`src/rtl/mem_dump_sequencer_pkg.sv`:
```
// mem_dump_pkg: shared constants for the memory-dump walker.
//   - FSM state encodings (legacy-compatible localparams, 3 bits)
//   - checksum display tag shown in DONE when MEM_DUMP_CHECKSUM_EN is defined
//   - default RAM address/data widths
package mem_dump_pkg;

  localparam int DEF_ADDR_W = 8;
  localparam int DEF_DATA_W = 16;

  localparam logic [15:0] CHECKSUM_TAG = 16'hC5C5;

  typedef logic [2:0] state_t;

  localparam state_t ST_IDLE    = 3'd0;
  localparam state_t ST_ISSUE   = 3'd1;
  localparam state_t ST_CAPTURE = 3'd2;
  localparam state_t ST_DWELL   = 3'd3;
  localparam state_t ST_DONE    = 3'd4;

endpackage

```
`src/rtl/mem_dump_sequencer_dwell_timer.sv`:
```
// dump_dwell_timer: up-counter with synchronous clear, count enable and a
// terminal-count pulse. tc is high for the enabled cycle in which the count
// equals CYCLES-1; the counter wraps to 0 on that cycle so it can also serve
// as a free-running refresh divider.
// Ports:
//   clk    in   clock
//   rst_n  in   async active-low reset (count -> 0)
//   clear  in   synchronous clear, wins over en
//   en     in   count enable
//   tc     out  terminal count (combinational, qualified by en)
module dump_dwell_timer #(
  parameter int CYCLES = 50000000,
  parameter int CW     = $clog2(CYCLES) + 1
) (
  input  logic clk,
  input  logic rst_n,
  input  logic clear,
  input  logic en,
  output logic tc
);

  localparam logic [CW-1:0] TERM = CW'(CYCLES - 1);

  logic [CW-1:0] count;

  assign tc = en && (count == TERM);

  always_ff @(posedge clk or negedge rst_n) begin
    if (!rst_n)      count <= '0;
    else if (clear)  count <= '0;
    else if (en)     count <= tc ? '0 : count + 1'b1;
  end

endmodule

```
`src/rtl/mem_dump_sequencer.sv`:
```
// mem_dump_sequencer: automatic RAM dump walker. On start it walks addresses
// 0..LAST_ADDR, captures each word one cycle after the address is issued and
// holds {addr, word} on the display for DWELL_CYCLES (auto_mode=1) or until
// a step pulse (auto_mode=0). Stops in DONE with the last pair frozen.
// Optional build macro: MEM_DUMP_CHECKSUM_EN -- adds a 16-bit running sum of
// captured words (checksum port) and shows {C5C5, checksum} in DONE.
// Ports:
//   clk          in   clock
//   reset        in   async active-low reset
//   start        in   pulse, (re)starts the dump at address 0 from any state
//   step         in   pulse, advances one word in manual mode
//   auto_mode    in   1 = dwell timer advances, 0 = step advances
//   mem_d_in     in   RAM read data, valid one cycle after addr_out changes
//   addr_out     out  RAM read address
//   dump_active  out  high in every state but IDLE (RAM address mux select)
//   disp_word    out  {zero-extended addr_out, captured word}
//   done         out  high in DONE
//   checksum     out  (MEM_DUMP_CHECKSUM_EN only) sum of captured words
module mem_dump_sequencer
  import mem_dump_pkg::*;
#(
  parameter int ADDR_W       = DEF_ADDR_W,
  parameter int DATA_W       = DEF_DATA_W,
  parameter int LAST_ADDR    = 255,
  parameter int DWELL_CYCLES = 50000000
) (
  input  logic              clk,
  input  logic              reset,
  input  logic              start,
  input  logic              step,
  input  logic              auto_mode,
  input  logic [DATA_W-1:0] mem_d_in,
  output logic [ADDR_W-1:0] addr_out,
  output logic              dump_active,
  output logic [31:0]       disp_word,
  output logic              done
`ifdef MEM_DUMP_CHECKSUM_EN
  ,
  output logic [15:0]       checksum
`endif
);

  localparam logic [ADDR_W-1:0] LAST = ADDR_W'(LAST_ADDR);

  state_t            state;
  logic [DATA_W-1:0] cap_word;
  logic              in_dwell, adv, tc, tmr_clr, tmr_en;

  assign in_dwell = (state == ST_DWELL);
  assign tmr_en   = in_dwell && auto_mode;
  // Manual mode pins the counter at 0; switching to auto resumes from there.
  assign tmr_clr  = start || (state == ST_CAPTURE) || (in_dwell && !auto_mode);
  assign adv      = in_dwell && (auto_mode ? tc : step);

  dump_dwell_timer #(.CYCLES(DWELL_CYCLES)) u_tmr (
    .clk  (clk),
    .rst_n(reset),
    .clear(tmr_clr),
    .en   (tmr_en),
    .tc   (tc)
  );

  // The captured word is cleared whenever the address moves so the display
  // never pairs a new address with the previous address's data.
  always_ff @(posedge clk or negedge reset) begin
    if (!reset) begin
      state    <= ST_IDLE;
      addr_out <= '0;
      cap_word <= '0;
    end else if (start) begin
      state    <= ST_ISSUE;
      addr_out <= '0;
      cap_word <= '0;
    end else begin
      case (state)
        ST_ISSUE:   state <= ST_CAPTURE;
        ST_CAPTURE: begin
          cap_word <= mem_d_in;
          state    <= ST_DWELL;
        end
        ST_DWELL: if (adv) begin
          if (addr_out == LAST) begin
            state <= ST_DONE;
          end else begin
            addr_out <= addr_out + 1'b1;
            cap_word <= '0;
            state    <= ST_ISSUE;
          end
        end
        ST_IDLE, ST_DONE: state <= state;
        default:          state <= ST_IDLE;
      endcase
    end
  end

  assign dump_active = (state != ST_IDLE);
  assign done        = (state == ST_DONE);

`ifdef MEM_DUMP_CHECKSUM_EN
  always_ff @(posedge clk or negedge reset) begin
    if (!reset)                    checksum <= '0;
    else if (start)                checksum <= '0;
    else if (state == ST_CAPTURE)  checksum <= checksum + 16'(mem_d_in);
  end

  assign disp_word = done ? {CHECKSUM_TAG, checksum}
                          : {16'(addr_out), 16'(cap_word)};
`else
  assign disp_word = {16'(addr_out), 16'(cap_word)};
`endif

endmodule

```
`config.mk`:
```
export PLATFORM = sky130hd
export DESIGN_NAME = mem_dump_sequencer
export DESIGN_NICKNAME = d
export VERILOG_FILES = /design/src/rtl/mem_dump_sequencer_pkg.sv /design/src/rtl/mem_dump_sequencer_dwell_timer.sv /design/src/rtl/mem_dump_sequencer.sv
export SDC_FILE = /design/constraint.sdc
export NUM_CORES = 1
export LEC_CHECK = 0
export CORE_UTILIZATION = 40
export DETAILED_ROUTE_END_ITERATION = 8
export GPL_ROUTABILITY_DRIVEN = 0
export PLACE_DENSITY_LB_ADDON = 0.12
export SLEW_MARGIN = 10
export SYNTH_ARGS = -nofsm -noshare
export SYNTH_HDL_FRONTEND = slang
export SYNTH_SLANG_ARGS = --single-unit
```
`constraint.sdc`:
```
create_clock -name clk -period 2.2 [get_ports clk]
set_input_delay 0.22 -clock clk [delete_from_list [all_inputs] [get_ports clk]]
set_output_delay 0.22 -clock clk [all_outputs]
set_load 0.02 [all_outputs]
```
==> results of run 1 <==
[flip-flops by register name, summed over array words and instances (netlist names)]
signal       cells
u_tmr.count     27
cap_word        16
addr_out         8
state            3
[cells in the final DEF (no fill, tap or decap), types with 7 or more instances in the layout]
cell and instances:
nand4_1 12, clkdlybuf4s50_1 53, conb_1 8, nor2_1 26, o21ai_0 11, nor4_1 8, buf_4 21, a22o_1 18
nand3_1 8, or3_1 7, nand2_1 16, nor3_1 11, xnor2_1 11, a21oi_1 11, dfrtp_1 54
[where the power goes]
group | internal (uW) | switching [uW]
Sequential | 1070 | 57.6
Clock | 456 | 343
Combinational | 305 | 403
[timing repair]
item,CTS,global route
hold buffers,1,0
gates resized for setup,0,2
setup buffers,0,0
setup endpoints to repair,0,3
endpoints found under the hold margin,20,0
[stage by stage]
stage          total power, uW  hold slack, ps  utilization, %
3_3_place_gp              1845           239.1           52.08
3_5_place_dp              1850           241.7           52.08
6_report                  2632           427.0           54.31
5_1_grt                   2770           462.5           54.31
2_1_floorplan             1533          -75.59               -
4_1_cts                   2657           442.9           54.22
[layer usage]
metal / vias to the layer above / part of all wire [%]
met5: - / 0
met1: 1136 / 48
met3: 4 / 4.6
li1: 1195 / -
met2: 59 / 47
met4: 0 / 0.92
[kinds of logic after synthesis]
family                     count (synthesis)
and+or+nand+nor                          125
DFF                                       54
AOI/OAI and AO/OA                         61
xor gates and xnor gates                  17
adders and majority gates                  2
buffers and inverters                     35
muxes                                      3
other                                      1
[final cells by class]
cell class | instances | area share (%)
timing repair buffer | 77 | 19.28
clock inverter | 3 | 1.835
multi-input combinational | 216 | 37.22
inverter | 6 | 0.6004
sequential | 54 | 36.02
tap | 96 | 3.202
clock buffer | 5 | 1.835
[worst min-delay path by stage]
stage | start | to | slack, ps | cells past startpoint
global route | reset | state[2] | 460 | 2
detailed placement | reset | u_tmr.count[21] | 240 | 1
CTS | reset | cap_word[2] | 440 | 2
floorplan | reset | addr_out[0] | -80 | 0
finish | reset | u_tmr.count[21] | 430 | 2
global placement | reset | u_tmr.count[21] | 240 | 1
==> impl_metrics.tcl, run 1 <==
set metrics [dict create \
    outcome "completed" \
    drt_iter0_markers 86 \
    yosys_warnings 0 \
    drc 0 \
    rsz0062_at_grt "false" \
    core-area_um2 6907 \
    clk_path_buf_depth 2 \
    num_rows 30 \
    multi_input_area_um2 1396 \
    ir_drop_v 0.0003598 \
    finalSetupViolations 0 \
    port_buffers 54 \
    synth_top_area_share_pct 46.33 \
    hold_class "primary input to asynchronous set/reset pin" \
    start_util_pct 42.23 \
    syn_area_per_cell_um2 9.787 \
    place_ws_ps -44.52 \
    first_global_vias 2314 \
    timing.rr.end "addr_out[7]" \
    fin_ws_ps 76.88 \
    synth_flop_cell "dfrtp_1" \
    grtUsageTotal_pct 18.99 \
    r2r_cells 6 \
    n_antenna_cell 0 \
    seq_area_frac_synth_pct 46.33 \
    final_cell_area_um2 3751 \
    synth_edf_count 0 \
    grt_util_met2_pct 29.83 \
    startpoint_type "register" \
    crit_arrival_ps 2320 \
    p_leak_uw 0.001521 \
    synth_mux_area_share_pct 1.158 \
    via_per_inst 5.239 \
    via_count 2394 \
    cts.clk_slew.worst_paths_ps 100 \
    dr.pass1.iters 4 \
    critical_path_buf_inv_count 0 \
    die_h_um 87.39 \
    drt_wl_total_mm 6.659 \
    async_reset_ff_share_pct 100.0 \
    worst_pin_slew_ps 929.7 \
    layout-drive-gt1-share_pct 11.91 \
    worstSetupStartpoint "u_tmr.count[0]" \
    p_per_area_nw_per_um2 701.8 \
    finalCritPeriodShare_pct 96.51 \
    nets 383 \
    io_pins 63 \
    dp_hpwl_mm 4.779 \
    synth_most_common_cell "dfrtp_1" \
    ant_nets 0 \
    endpoint "addr_out[7]" \
    cap_violations 0 \
    area_growth_pct 28.61 \
    crit_family "simple AND/OR/NAND/NOR gates" \
    synth_top_area_cell "dfrtp_1" \
    cp.depth 6 \
    dpl.cell_count 448 \
    worstSetupPathType "register to register" \
    htreeDepth 2 \
    grt-busiest-layer "met2" \
    placed_area_um2 3597 \
    fp.dieW_um 87.39 \
    synth_fa_ha_area_share_pct 0.8580 \
    fillCellCount 636 \
    synthXorXnorAreaFrac_pct 5.105 \
    grtUsageMet3_pct 4.076 \
    synth_area_um2 2917 \
    wl_per_cell_um 14.57 \
    synth_top_family_by_area "simple AND/OR/NAND/NOR gates" \
    syn_inst 298 \
    ys_seq_elements 54 \
    rr_startpoint "u_tmr.count[0]" \
    clkLatencyLatePin_ps 310 \
    antenna_found_initial 0 \
    maxSlewViolCount 0 \
    tns_ps 0 \
    synth_compound_area_share_pct 14.89 \
    grt_max_degree 23 \
    skew_ps 7.102 \
    grt-ovfl-total 0 \
    cts_tree "done" \
    end_kind "register" \
    synthTopCellsByArea "dfrtp_1, a22o_1, buf_4" \
    crit_chain "ha_2 -> nand4_4 -> or2_1 -> or4_1 -> a21oi_1 -> mux2_1" \
    grt_pass1_wl_mm 11.25 \
    min_period_ps 2123 \
    cts_buffers 5 \
    critPathMaxFanout 3 \
    max_stage_delay_ps 530 \
    yosysUniqueCellTypes 49 \
    cts_root_buf "clkbuf_8" \
    hold_violations 0 \
    met1_usage_pct 26.72 \
    rrSetupSlack_ps 80 \
    fmax_ghz 0.4710 \
    cp.required_ps 2400 \
    die-area_um2 7637 \
    ys_top_cells_by_count "dfrtp_1, nor2_1, a22o_1, buf_4, nand2_1" \
    seqCellArea_um2 1351 \
    synth_simple_gate_area_share_pct 24.45 \
    fin_cells 457 \
    clkSinkCount 54 \
    slowest_stage "or4_1" \
    slew-limit-headroom_pct 37.68 \
]
Power figures use the tool's default switching activity.
==> inputs of run 2 (changes only) <==
SLEW_MARGIN = 15   (was 10)
==> results of run 2 <==
Same layout as run 1: the final DEF is identical, and so are final timing and power.
==> inputs of run 3 (changes only) <==
SETUP_SLACK_MARGIN = 0.3   (was not set)
==> run 3 against run 2 <==
  * Utilization grew 5.9 points
  * Power grew 1.7%
  * Final area grew 11%
  * Wire length grew 11%
  * Via count grew 8.9%
  * Fmax grew 7.9%
  * Flip-flop and latch count is the same
  * Register-to-register slack gained 160 ps
  * Critical endpoint is now addr_out[5]
  * Largest cell class unchanged
==> impl_metrics.tcl, run 3 (synthesis gave the netlist of run 1 again) <==
set metrics [dict create \
    num_rows 30 \
    fp.dieW_um 87.39 \
    grt-busiest-layer "met2" \
    layout_commonest_cell "clkdlybuf4s50_1" \
    worst_pin_slew_ps 664.2 \
    cap_violations 0 \
    dpl.cell_count 447 \
    cts_buffers 5 \
    io_pins 63 \
    htreeDepth 2 \
    outcome "completed" \
    met1_usage_pct 26.02 \
    finalCritPeriodShare_pct 89.42 \
    layout-drive-gt1-share_pct 26.49 \
    drc 0 \
    critPathMaxFanout 6 \
    clk_path_buf_depth 2 \
    cp.required_ps 2400 \
    worstSetupPathType "register to register" \
    fmax_ghz 0.5083 \
    drt_wl_total_mm 7.380 \
    via_per_inst 5.420 \
    largest_register "u_tmr.count" \
    finalSetupViolations 0 \
    rsz0062_at_grt "true" \
    ant_nets 0 \
    hold_class "primary input to asynchronous set/reset pin" \
    fin_cells 481 \
    startpoint_type "register" \
    nets 408 \
    via_count 2607 \
    multi_input_area_um2 1608 \
    grtUsageMet3_pct 3.223 \
    core-area_um2 6907 \
    place_ws_ps -52.23 \
    p_per_area_nw_per_um2 643.3 \
    placed_area_um2 3610 \
    clkLatencyLatePin_ps 310 \
    maxSlewViolCount 0 \
    top_regs "u_tmr.count: 27 flops, cap_word: 16 flops, addr_out: 8 flops" \
    start_util_pct 42.23 \
    port_buffers 54 \
    dr.pass1.iters 4 \
    final_cell_area_um2 4160 \
    ir_drop_v 0.0004098 \
    grt_util_met2_pct 30.89 \
    max_stage_delay_ps 530 \
    largest_reg_flops 27 \
    fin_ws_ps 232.8 \
    drt_iter0_markers 78 \
    grtUsageTotal_pct 19.11 \
    area_growth_pct 42.64 \
    antenna_found_initial 0 \
    dp_hpwl_mm 4.840 \
    n_antenna_cell 0 \
    min_period_ps 1967 \
    fillCellCount 603 \
    die_h_um 87.39 \
    grt-ovfl-total 0 \
    tns_ps 0 \
    seqCellArea_um2 1363 \
    slowest_stage "or4_4" \
    first_global_vias 2427 \
    slew-limit-headroom_pct 55.72 \
    cts_root_buf "clkbuf_8" \
    crit_chain "nor4b_2 -> nand4_1 -> or4_4 -> a21oi_2 -> mux2_4" \
    grt_pass1_wl_mm 11.49 \
    clkSinkCount 54 \
    grt_max_degree 29 \
    wl_per_cell_um 15.34 \
    cts_tree "done" \
    skew_ps 6.546 \
    crit_arrival_ps 2170 \
    end_kind "register" \
    hold_violations 0 \
    cts.clk_slew.worst_paths_ps 100 \
    p_leak_uw 0.001692 \
    die-area_um2 7637 \
    layout_common_cells "clkdlybuf4s50_1, dfrtp_1, buf_4" \
]
[run 3: cell types whose count changed in the layout (fill, tap and decap cells not counted), sizes merged, moves of 2 or more]
cell and delta:
clkdlybuf4s50 -2, buf +22, clkbuf +2, dlygate4sd2 +2
[run 3: path summary, 6_finish.rpt]
kind / cells past startpoint / startpoint / end / slack (ps)
min in group clk: 2 / mem_d_in[9] / cap_word[9] / 500
max in group asynchronous: 3 / reset / state[1] / 1140
worst min-delay path: 2 / reset / u_tmr.count[14] / 470
worst max-delay path: 5 / u_tmr.count[25] / addr_out[5] / 230
worst min register to register: 1 / cap_word[1] / cap_word[1] / 510
worst max register to register: 5 / u_tmr.count[25] / addr_out[5] / 230
[run 3: layer usage]
layer | routed length, um | vias up
met5 | 0 | -
met3 | 312 | 10
met1 | 3467 | 1271
met2 | 3490 | 74
li1 | - | 1252
met4 | 110 | 0
[run 3: layout make-up]
| type | instances | area share [%] |
|---|---|---|
| Sequential cell | 54 | 32.75 |
| Inverter | 6 | 0.5414 |
| Tap cell | 96 | 2.887 |
| Clock buffer | 6 | 1.985 |
| Clock inverter | 1 | 0.7218 |
| Timing Repair Buffer | 100 | 22.47 |
| Multi-Input combinational cell | 218 | 38.65 |
[run 3: repair_timing]
| action | 4_1_cts | 5_1_grt |
|---|---|---|
| setup buffers | 13 | 10 |
| endpoints found under the setup margin | 45 | 44 |
| hold buffers | 1 | 0 |
| gates cloned | 0 | 3 |
| resized for setup | 12 | 46 |
| pin swaps | 6 | 19 |
| endpoints found under the hold margin | 27 | 0 |
[run 3: worst max-delay path: cells and delay by family (launching register included)]
family	cells	cell delay (ps)
muxes	1	310
AOI/OAI and AO/OA	1	170
DFF	1	470
and+or+nand+nor	3	920
[run 3: report_power, final]
group / internal (uW) / switching, uW / total, uW
logic: 380 / 456 / 836
clock network: 365 / 336 / 701
registers: 1070 / 68.4 / 1140
total: 1820 / 861 / 2680
[run 3: stage by stage]
stage,utilization (%),total power (uW),hold WS [ps]
after floorplan,-,1548,-75.59
after global placement,52.26,1841,288.7
after detailed placement,52.26,1847,288.7
after CTS,55.98,2582,482.2
after global routing,60.24,2798,514.3
final,60.24,2676,468.6
